File: src/rtl/rvecc_pipe.sv
// rvecc_pipe: two-stage SECDED check/correct pipeline with valid/ready flow control,
// saturating error counters and a first-error log. Define RV_ECC_PIPE_INJECT_EN to add
// the inject_flip fault-injection input applied at S1 capture.
module rvecc_pipe #(
   parameter  int DW    = 32,
   parameter  int AW    = 32,
   parameter  int CNT_W = 16,
   localparam int P     = $clog2(DW + 1 + $clog2(DW + 1)),
   localparam int EW    = P + 1
) (
   input  logic             clk,
   input  logic             rst_l,
   input  logic             in_valid,
   output logic             in_ready,
   input  logic [DW-1:0]    in_data,
   input  logic [EW-1:0]    in_ecc,
   input  logic [AW-1:0]    in_addr,
   output logic             out_valid,
   input  logic             out_ready,
   output logic [DW-1:0]    out_data,
   output logic [EW-1:0]    out_ecc,
   output logic [AW-1:0]    out_addr,
   output logic             out_single_err,
   output logic             out_double_err,
   input  logic             cnt_clear,
   output logic [CNT_W-1:0] single_cnt,
   output logic [CNT_W-1:0] double_cnt,
   input  logic             log_clear,
   output logic             log_valid,
   output logic             log_double,
   output logic [AW-1:0]    log_addr,
   output logic [EW-1:0]    log_syndrome
`ifdef RV_ECC_PIPE_INJECT_EN
  ,input  logic [DW+EW-1:0] inject_flip
`endif
);

   localparam int NPOS = DW + P;

   // Check bits sit at power-of-two positions, data fills the rest in ascending order.
   function automatic logic [NPOS:1] f_to_cw(input logic [DW-1:0] d, input logic [EW-2:0] c);
      logic [NPOS:1] cw;
      int j;
      int k;
      cw = '0;
      j  = 0;
      k  = 0;
      for (int pos = 1; pos <= NPOS; pos++) begin
         if ((pos & (pos - 1)) == 0) begin
            cw[pos] = c[k];
            k++;
         end else begin
            cw[pos] = d[j];
            j++;
         end
      end
      return cw;
   endfunction

   function automatic logic [DW+EW-2:0] f_from_cw(input logic [NPOS:1] cw);
      logic [DW-1:0] d;
      logic [EW-2:0] c;
      int j;
      int k;
      d = '0;
      c = '0;
      j = 0;
      k = 0;
      for (int pos = 1; pos <= NPOS; pos++) begin
         if ((pos & (pos - 1)) == 0) begin
            c[k] = cw[pos];
            k++;
         end else begin
            d[j] = cw[pos];
            j++;
         end
      end
      return {c, d};
   endfunction

   function automatic logic f_parity(input logic [DW-1:0] d, input logic [EW-1:0] c);
      return ^{d, c};
   endfunction

   // Result is {overall parity, Hamming syndrome}.
   function automatic logic [EW-1:0] f_syndrome(input logic [DW-1:0] d, input logic [EW-1:0] c);
      logic [NPOS:1] cw;
      logic [EW-1:0] s;
      cw = f_to_cw(d, c[EW-2:0]);
      s  = '0;
      for (int pos = 1; pos <= NPOS; pos++) begin
         for (int k = 0; k < P; k++) begin
            if (((pos >> k) & 1) == 1) begin
               s[k] = s[k] ^ cw[pos];
            end else begin
               s[k] = s[k];
            end
         end
      end
      s[EW-1] = f_parity(d, c);
      return s;
   endfunction

   logic [DW+EW-1:0] w_in_word;
   logic [EW-1:0]    w_in_syn;
   logic             w_s1_adv;
   logic             w_s2_adv;
   logic             w_xfer;
   logic             w_err;
   logic [EW-2:0]    w_syn;
   logic             w_par;
   logic             w_single;
   logic             w_double;
   logic [NPOS:1]    w_flip;
   logic [DW-1:0]    w_cor_data;
   logic [EW-2:0]    w_cor_chk;
   logic [EW-1:0]    w_cor_ecc;

   logic             r_s1_v;
   logic [DW-1:0]    r_s1_data;
   logic [EW-1:0]    r_s1_ecc;
   logic [AW-1:0]    r_s1_addr;
   logic [EW-1:0]    r_s1_syn;
   logic             r_s2_v;
   logic [DW-1:0]    r_s2_data;
   logic [EW-1:0]    r_s2_ecc;
   logic [AW-1:0]    r_s2_addr;
   logic [EW-1:0]    r_s2_syn;
   logic             r_s2_single;
   logic             r_s2_double;
   logic [CNT_W-1:0] r_single_cnt;
   logic [CNT_W-1:0] r_double_cnt;
   logic             r_log_valid;
   logic             r_log_double;
   logic [AW-1:0]    r_log_addr;
   logic [EW-1:0]    r_log_syn;

`ifdef RV_ECC_PIPE_INJECT_EN
   assign w_in_word = {in_ecc, in_data} ^ inject_flip;
`else
   assign w_in_word = {in_ecc, in_data};
`endif

   assign w_in_syn = f_syndrome(w_in_word[DW-1:0], w_in_word[DW+EW-1:DW]);
   assign w_s2_adv = ~r_s2_v | out_ready;
   assign w_s1_adv = ~r_s1_v | w_s2_adv;
   assign w_xfer   = r_s2_v & out_ready;
   assign w_err    = r_s2_single | r_s2_double;

   // Classify the S1 word and build the single-bit correction mask.
   always_comb begin
      w_syn    = r_s1_syn[EW-2:0];
      w_par    = r_s1_syn[EW-1];
      w_single = 1'b0;
      w_double = 1'b0;
      if (w_par) begin
         if (int'(w_syn) > NPOS) begin
            w_double = 1'b1;
         end else begin
            w_single = 1'b1;
         end
      end else if (w_syn != '0) begin
         w_double = 1'b1;
      end else begin
         w_double = 1'b0;
      end
      for (int pos = 1; pos <= NPOS; pos++) begin
         w_flip[pos] = w_single & (int'(w_syn) == pos);
      end
      {w_cor_chk, w_cor_data} = f_from_cw(f_to_cw(r_s1_data, r_s1_ecc[EW-2:0]) ^ w_flip);
      w_cor_ecc = {r_s1_ecc[EW-1] ^ (w_single & (w_syn == '0)), w_cor_chk};
   end

   // Stage S1: capture raw word, tag and syndrome.
   always_ff @(posedge clk or negedge rst_l) begin
      if (!rst_l) begin
         r_s1_v    <= 1'b0;
         r_s1_data <= '0;
         r_s1_ecc  <= '0;
         r_s1_addr <= '0;
         r_s1_syn  <= '0;
      end else if (w_s1_adv) begin
         r_s1_v <= in_valid;
         if (in_valid) begin
            r_s1_data <= w_in_word[DW-1:0];
            r_s1_ecc  <= w_in_word[DW+EW-1:DW];
            r_s1_addr <= in_addr;
            r_s1_syn  <= w_in_syn;
         end
      end
   end

   // Stage S2: corrected word and flags; double errors pass the raw word through.
   always_ff @(posedge clk or negedge rst_l) begin
      if (!rst_l) begin
         r_s2_v      <= 1'b0;
         r_s2_data   <= '0;
         r_s2_ecc    <= '0;
         r_s2_addr   <= '0;
         r_s2_syn    <= '0;
         r_s2_single <= 1'b0;
         r_s2_double <= 1'b0;
      end else if (w_s2_adv) begin
         r_s2_v <= r_s1_v;
         if (r_s1_v) begin
            r_s2_data   <= w_double ? r_s1_data : w_cor_data;
            r_s2_ecc    <= w_double ? r_s1_ecc  : w_cor_ecc;
            r_s2_addr   <= r_s1_addr;
            r_s2_syn    <= r_s1_syn;
            r_s2_single <= w_single;
            r_s2_double <= w_double;
         end
      end
   end

   // Saturating error counters; clear wins over a same-cycle increment.
   always_ff @(posedge clk or negedge rst_l) begin
      if (!rst_l) begin
         r_single_cnt <= '0;
         r_double_cnt <= '0;
      end else if (cnt_clear) begin
         r_single_cnt <= '0;
         r_double_cnt <= '0;
      end else begin
         if (w_xfer && r_s2_single && !(&r_single_cnt)) begin
            r_single_cnt <= r_single_cnt + CNT_W'(1);
         end
         if (w_xfer && r_s2_double && !(&r_double_cnt)) begin
            r_double_cnt <= r_double_cnt + CNT_W'(1);
         end
      end
   end

   // First-error log; a clear in the same cycle as an error re-arms and captures it.
   always_ff @(posedge clk or negedge rst_l) begin
      if (!rst_l) begin
         r_log_valid  <= 1'b0;
         r_log_double <= 1'b0;
         r_log_addr   <= '0;
         r_log_syn    <= '0;
      end else if (w_xfer && w_err && (!r_log_valid || log_clear)) begin
         r_log_valid  <= 1'b1;
         r_log_double <= r_s2_double;
         r_log_addr   <= r_s2_addr;
         r_log_syn    <= r_s2_syn;
      end else if (log_clear) begin
         r_log_valid  <= 1'b0;
         r_log_double <= 1'b0;
         r_log_addr   <= '0;
         r_log_syn    <= '0;
      end
   end

   assign in_ready       = w_s1_adv;
   assign out_valid      = r_s2_v;
   assign out_data       = r_s2_data;
   assign out_ecc        = r_s2_ecc;
   assign out_addr       = r_s2_addr;
   assign out_single_err = r_s2_single;
   assign out_double_err = r_s2_double;
   assign single_cnt     = r_single_cnt;
   assign double_cnt     = r_double_cnt;
   assign log_valid      = r_log_valid;
   assign log_double     = r_log_double;
   assign log_addr       = r_log_addr;
   assign log_syndrome   = r_log_syn;

endmodule

File: config.mk
export PLATFORM = sky130hd
export DESIGN_NAME = rvecc_pipe
export DESIGN_NICKNAME = d
export VERILOG_FILES = /design/src/rtl/rvecc_pipe.sv
export SDC_FILE = /design/constraint.sdc
export NUM_CORES = 1
export LEC_CHECK = 0
export ABC_AREA = 1
export BUFFER_PORTS_ARGS = -buffer_cell sky130_fd_sc_hd__buf_2
export CAP_MARGIN = 0
export CORE_ASPECT_RATIO = 1.25
export CORE_MARGIN = 5
export CORE_UTILIZATION = 60
export CTS_CLUSTER_SIZE = 30
export DETAILED_ROUTE_END_ITERATION = 8
export PLACE_DENSITY = 0.92
export REMOVE_ABC_BUFFERS = 1
export SLEW_MARGIN = 20
export SYNTH_ARGS = -nofsm -noshare
export SYNTH_HDL_FRONTEND = slang
export SYNTH_SLANG_ARGS = --single-unit
File: constraint.sdc
create_clock -name clk -period 2.65 [get_ports clk]
set_clock_uncertainty 0.2 [all_clocks]
set_input_delay 0.53 -clock clk [delete_from_list [all_inputs] [get_ports clk]]
set_output_delay 0.53 -clock clk [all_outputs]
set_load 0.02 [all_outputs]
==> results by group <==
Critical path
  • Crit Path Class: register to register
  • Crit path launch: double_cnt[0]
  • End of the critical path: double_cnt[7]
  • Worst endpoint required time: 2.88 ns
  • CP Data Arrival Time: 2.42 ns
  • Crit end category: register
  • Critical R2R Launch: double_cnt[0]
  • Crit Reg-Reg Endpoint: double_cnt[7]
  • R2R Setup Slk: 0.46 ns
  • Reg2Reg Depth: 11
  • Crit path launch type: register
  • Crit-path max FO: 12

Synth
  • Async SR Flop Fraction: 100%
  • Seq/Total Area, Yosys: 50.5%
  • Yosys top cell area share: 50.5%
  • Prevailing post-synth register cell: dfrtp_1
  • Mean Syn Cell Area: 7.82 sq um
  • Seq cells post-synth: 233
  • Syn Std Cell Area: 11500 sq um
  • EDFF count, synth: 0
  • Post-synthesis cell type count: 35
  • Yosys Warn Count: 0
  • Top post-synthesis cells by area: dfrtp_1 51%, nand2_1 17%, o21ai_0 6.5%
  • Synth area leader: dfrtp_1
  • Post-Synthesis Cells: 1475

Power
  • Comb power frac: 31.8%
  • P_int: 0.00716 W
  • Pwr dens: 843 nW/um^2
  • Sw Share: 37.6%
  • P_leak: 7.25 nW
  • Sequential share of power: 42.5%
  • Clock share of power: 25.7%
  • P_sw: 0.00432 W
  • Peak supply drop: 0.561 mV

Timing
  • Slew headroom: 43.7%
  • Setup Viol. Count Final: 0
  • Final Hold Viols: 0
  • Post-route minimum period: 2.19 ns
  • Slew Viols, Final: 0
  • Post-route setup slack: 0.459 ns
  • Fmax: 456 MHz
  • Unrepaired setup endpoints after global routing: no
  • Worst-Margin Slew: 0.842 ns
  • Final Cycle Share: 82.7%

Clock network
  • H-tree levels: 1
  • Number of gates resized after cts: 0
  • TritonCTS clock tree: yes
  • CTS clock-pin slew for the worst setup and hold paths: 0.06 ns
  • Clock Path Buffers: 3
  • Root Buffer: clkbuf_16
  • CTS sink count: 233
  • Worst skew pair latency: 0.49 ns
  • Total CTS buffers: 23

Cells and area
  • Sequential cell area: 5830 sq um
  • Multi-input gate area: 4940 sq um
  • Final #Nets: 1768
  • P&R area growth vs syn: 18.0%
  • Post-layout util: 72.3%
  • Design area: 13600 sq um
  • Most frequent cells in the layout: 530 x nand2_1, 233 x dfrtp_1, 223 x buf_2, 151 x o21ai_0, 144 x inv_1
  • Commonest non-fill, non-tap cell in the layout: nand2_1
  • Layout cells sized above 1: 17.6%
  • Fill count: 1443

Route
  • 1st-iter DRT viols: 842
  • Total Wirelength: 30.5 mm
  • Residual DRC: 0
  • Via Count: 10400
  • Vias/cell: 5.41
  • WL per Instance: 15.8 microns
  • Final antenna-violating net count: 0
  • DRT Pass-1 Iters: 6

Floorplanning
  • Initial core utilization: 61.2%
  • Die span in x: 134 microns
  • Row cnt: 56
  • I/O Pins: 225
  • Die Span Y: 165 microns
  • Die area: 22100 sq um
  • Core area: 18800 sq um

Global route
  • First-pass GRT wire length: 49.5 mm
  • GR Util All Layers: 27.5%
  • Largest net degree at the start of global routing: 77
  • Total gr overflow: 0
  • Vias in the first global route: 10100
  • Initial antenna violation count: 2

Worst hold path
  • Worst Hold Class: input pin to register

Placement
  • Pre-CTS setup slack: 0.320 ns
  • Post-detail-place hpwl: 22.7 mm
  • Post-DP Area: 12900 sq um
  • Placer Congestion: 0.889
  • I/O Buffers: 224

Run
  • Max-cap violation count: 0

Run status
  • Outcome: finished, final reports clean
[cells in the mapped netlist, drive strengths merged (7+ instances only)]
cell type  count
nand2        541
dfrtp        233
or2           13
nor3          12
xnor2         33
nand3        103
nor2          81
buf           10
clkbuf        44
o21ai        160
nand4          7
xor2          58
inv          147
a21oi         11
[sequential cells by signal, indices dropped and copies added (netlist names), 7 cells and up]
register / flops
log_syndrome: 7
r_s1_ecc: 7
out_data: 32
r_s2_syn: 7
out_addr: 32
r_s1_syn: 7
double_cnt: 16
r_s1_addr: 32
out_ecc: 7
single_cnt: 16
log_addr: 32
r_s1_data: 32
[metal layers]
metal / vias up / global-route usage, % / wire, microns
li1: 5047 / - / -
met1: 4900 / 34.1 / 11700
met2: 400 / 48.4 / 15400
met3: 93 / 3.12 / 1900
met4: 0 / 13.0 / 1530
met5: - / 0 / 0
[power by group through the flow]
| stage | logic (W) | registers, W | clock network, W |
|---|---|---|---|
| 6_report | 0.00365 | 0.00488 | 0.00295 |
| 5_1_grt | 0.00400 | 0.00497 | 0.00315 |
| 4_1_cts | 0.00366 | 0.00487 | 0.00300 |
| 3_5_place_dp | 0.00363 | 0.00492 | 0 |
| 3_3_place_gp | 0.00354 | 0.00488 | 0 |
| 2_1_floorplan | 0.00156 | 0.00553 | 0 |
[repair_timing]
item | 4_1_cts | 5_1_grt
hold endpoints to repair | 56 | 0
hold buffers | 1 | 0
setup buffers | 0 | 0
[worst min-delay path by stage]
stage / endpoint / cells after the start / slack (ns) / startpoint
floorplan: double_cnt[0] / 0 / 0.03 / rst_l
global placement: out_addr[23] / 2 / 0.26 / r_s1_addr[23]
detailed placement: out_data[7] / 2 / 0.26 / out_data[7]
CTS: r_s1_addr[1] / 3 / 0.02 / in_addr[1]
global route: r_s1_addr[14] / 3 / 0.03 / in_addr[14]
finish: r_s1_addr[1] / 3 / 0.03 / in_addr[1]
[final cells by class]
cell class | count | area share, %
Clock inverter | 2 | 0.0735
Sequential cell | 233 | 42.8
Antenna cell | 2 | 0.0367
Timing Repair Buffer | 243 | 9.83
Tap cell | 232 | 2.13
Clock buffer | 29 | 4.76
Multi-Input combinational cell | 1040 | 36.3
Inverter | 148 | 4.08
[worst max-delay path, stage by stage (launching register included)]
cell,delay [ns]
dfrtp_1,0.42
ha_1,0.26
nand3_1,0.14
nor2_1,0.07
nand3_1,0.13
nand2_1,0.07
buf_4,0.19
nor3_1,0.19
nand2_1,0.14
o21ai_0,0.18
nand2_1,0.07
nor2_1,0.08
[cells by family (layout without fill, tap and decap cells)]
kind of cell	Yosys count	after routing	share of synthesized area, %
XOR/XNOR	91	91	6.97
buffers and inverters	202	422	6.83
flip-flops	233	233	50.5
AND/OR/NAND/NOR	767	767	27.5
adder cells (fa/ha/maj)	2	2	0.217
AO/OA/AOI/OAI	180	180	8.01
other	0	2	0
[per-stage QoR]
stage / cells / total power (W) / hold WS (ns) / setup TNS [ns]
global route: 1929 / 0.0121 / 0.0345 / 0
floorplan: 1421 / 0.00708 / 0.0344 / -139.64
CTS: 1927 / 0.0115 / 0.0175 / 0
finish: 1929 / 0.0115 / 0.0314 / 0
global placement: 1895 / 0.00842 / 0.258 / 0
detailed placement: 1895 / 0.00855 / 0.262 / 0
No activity file was read; power rests on OpenSTA's default activity.
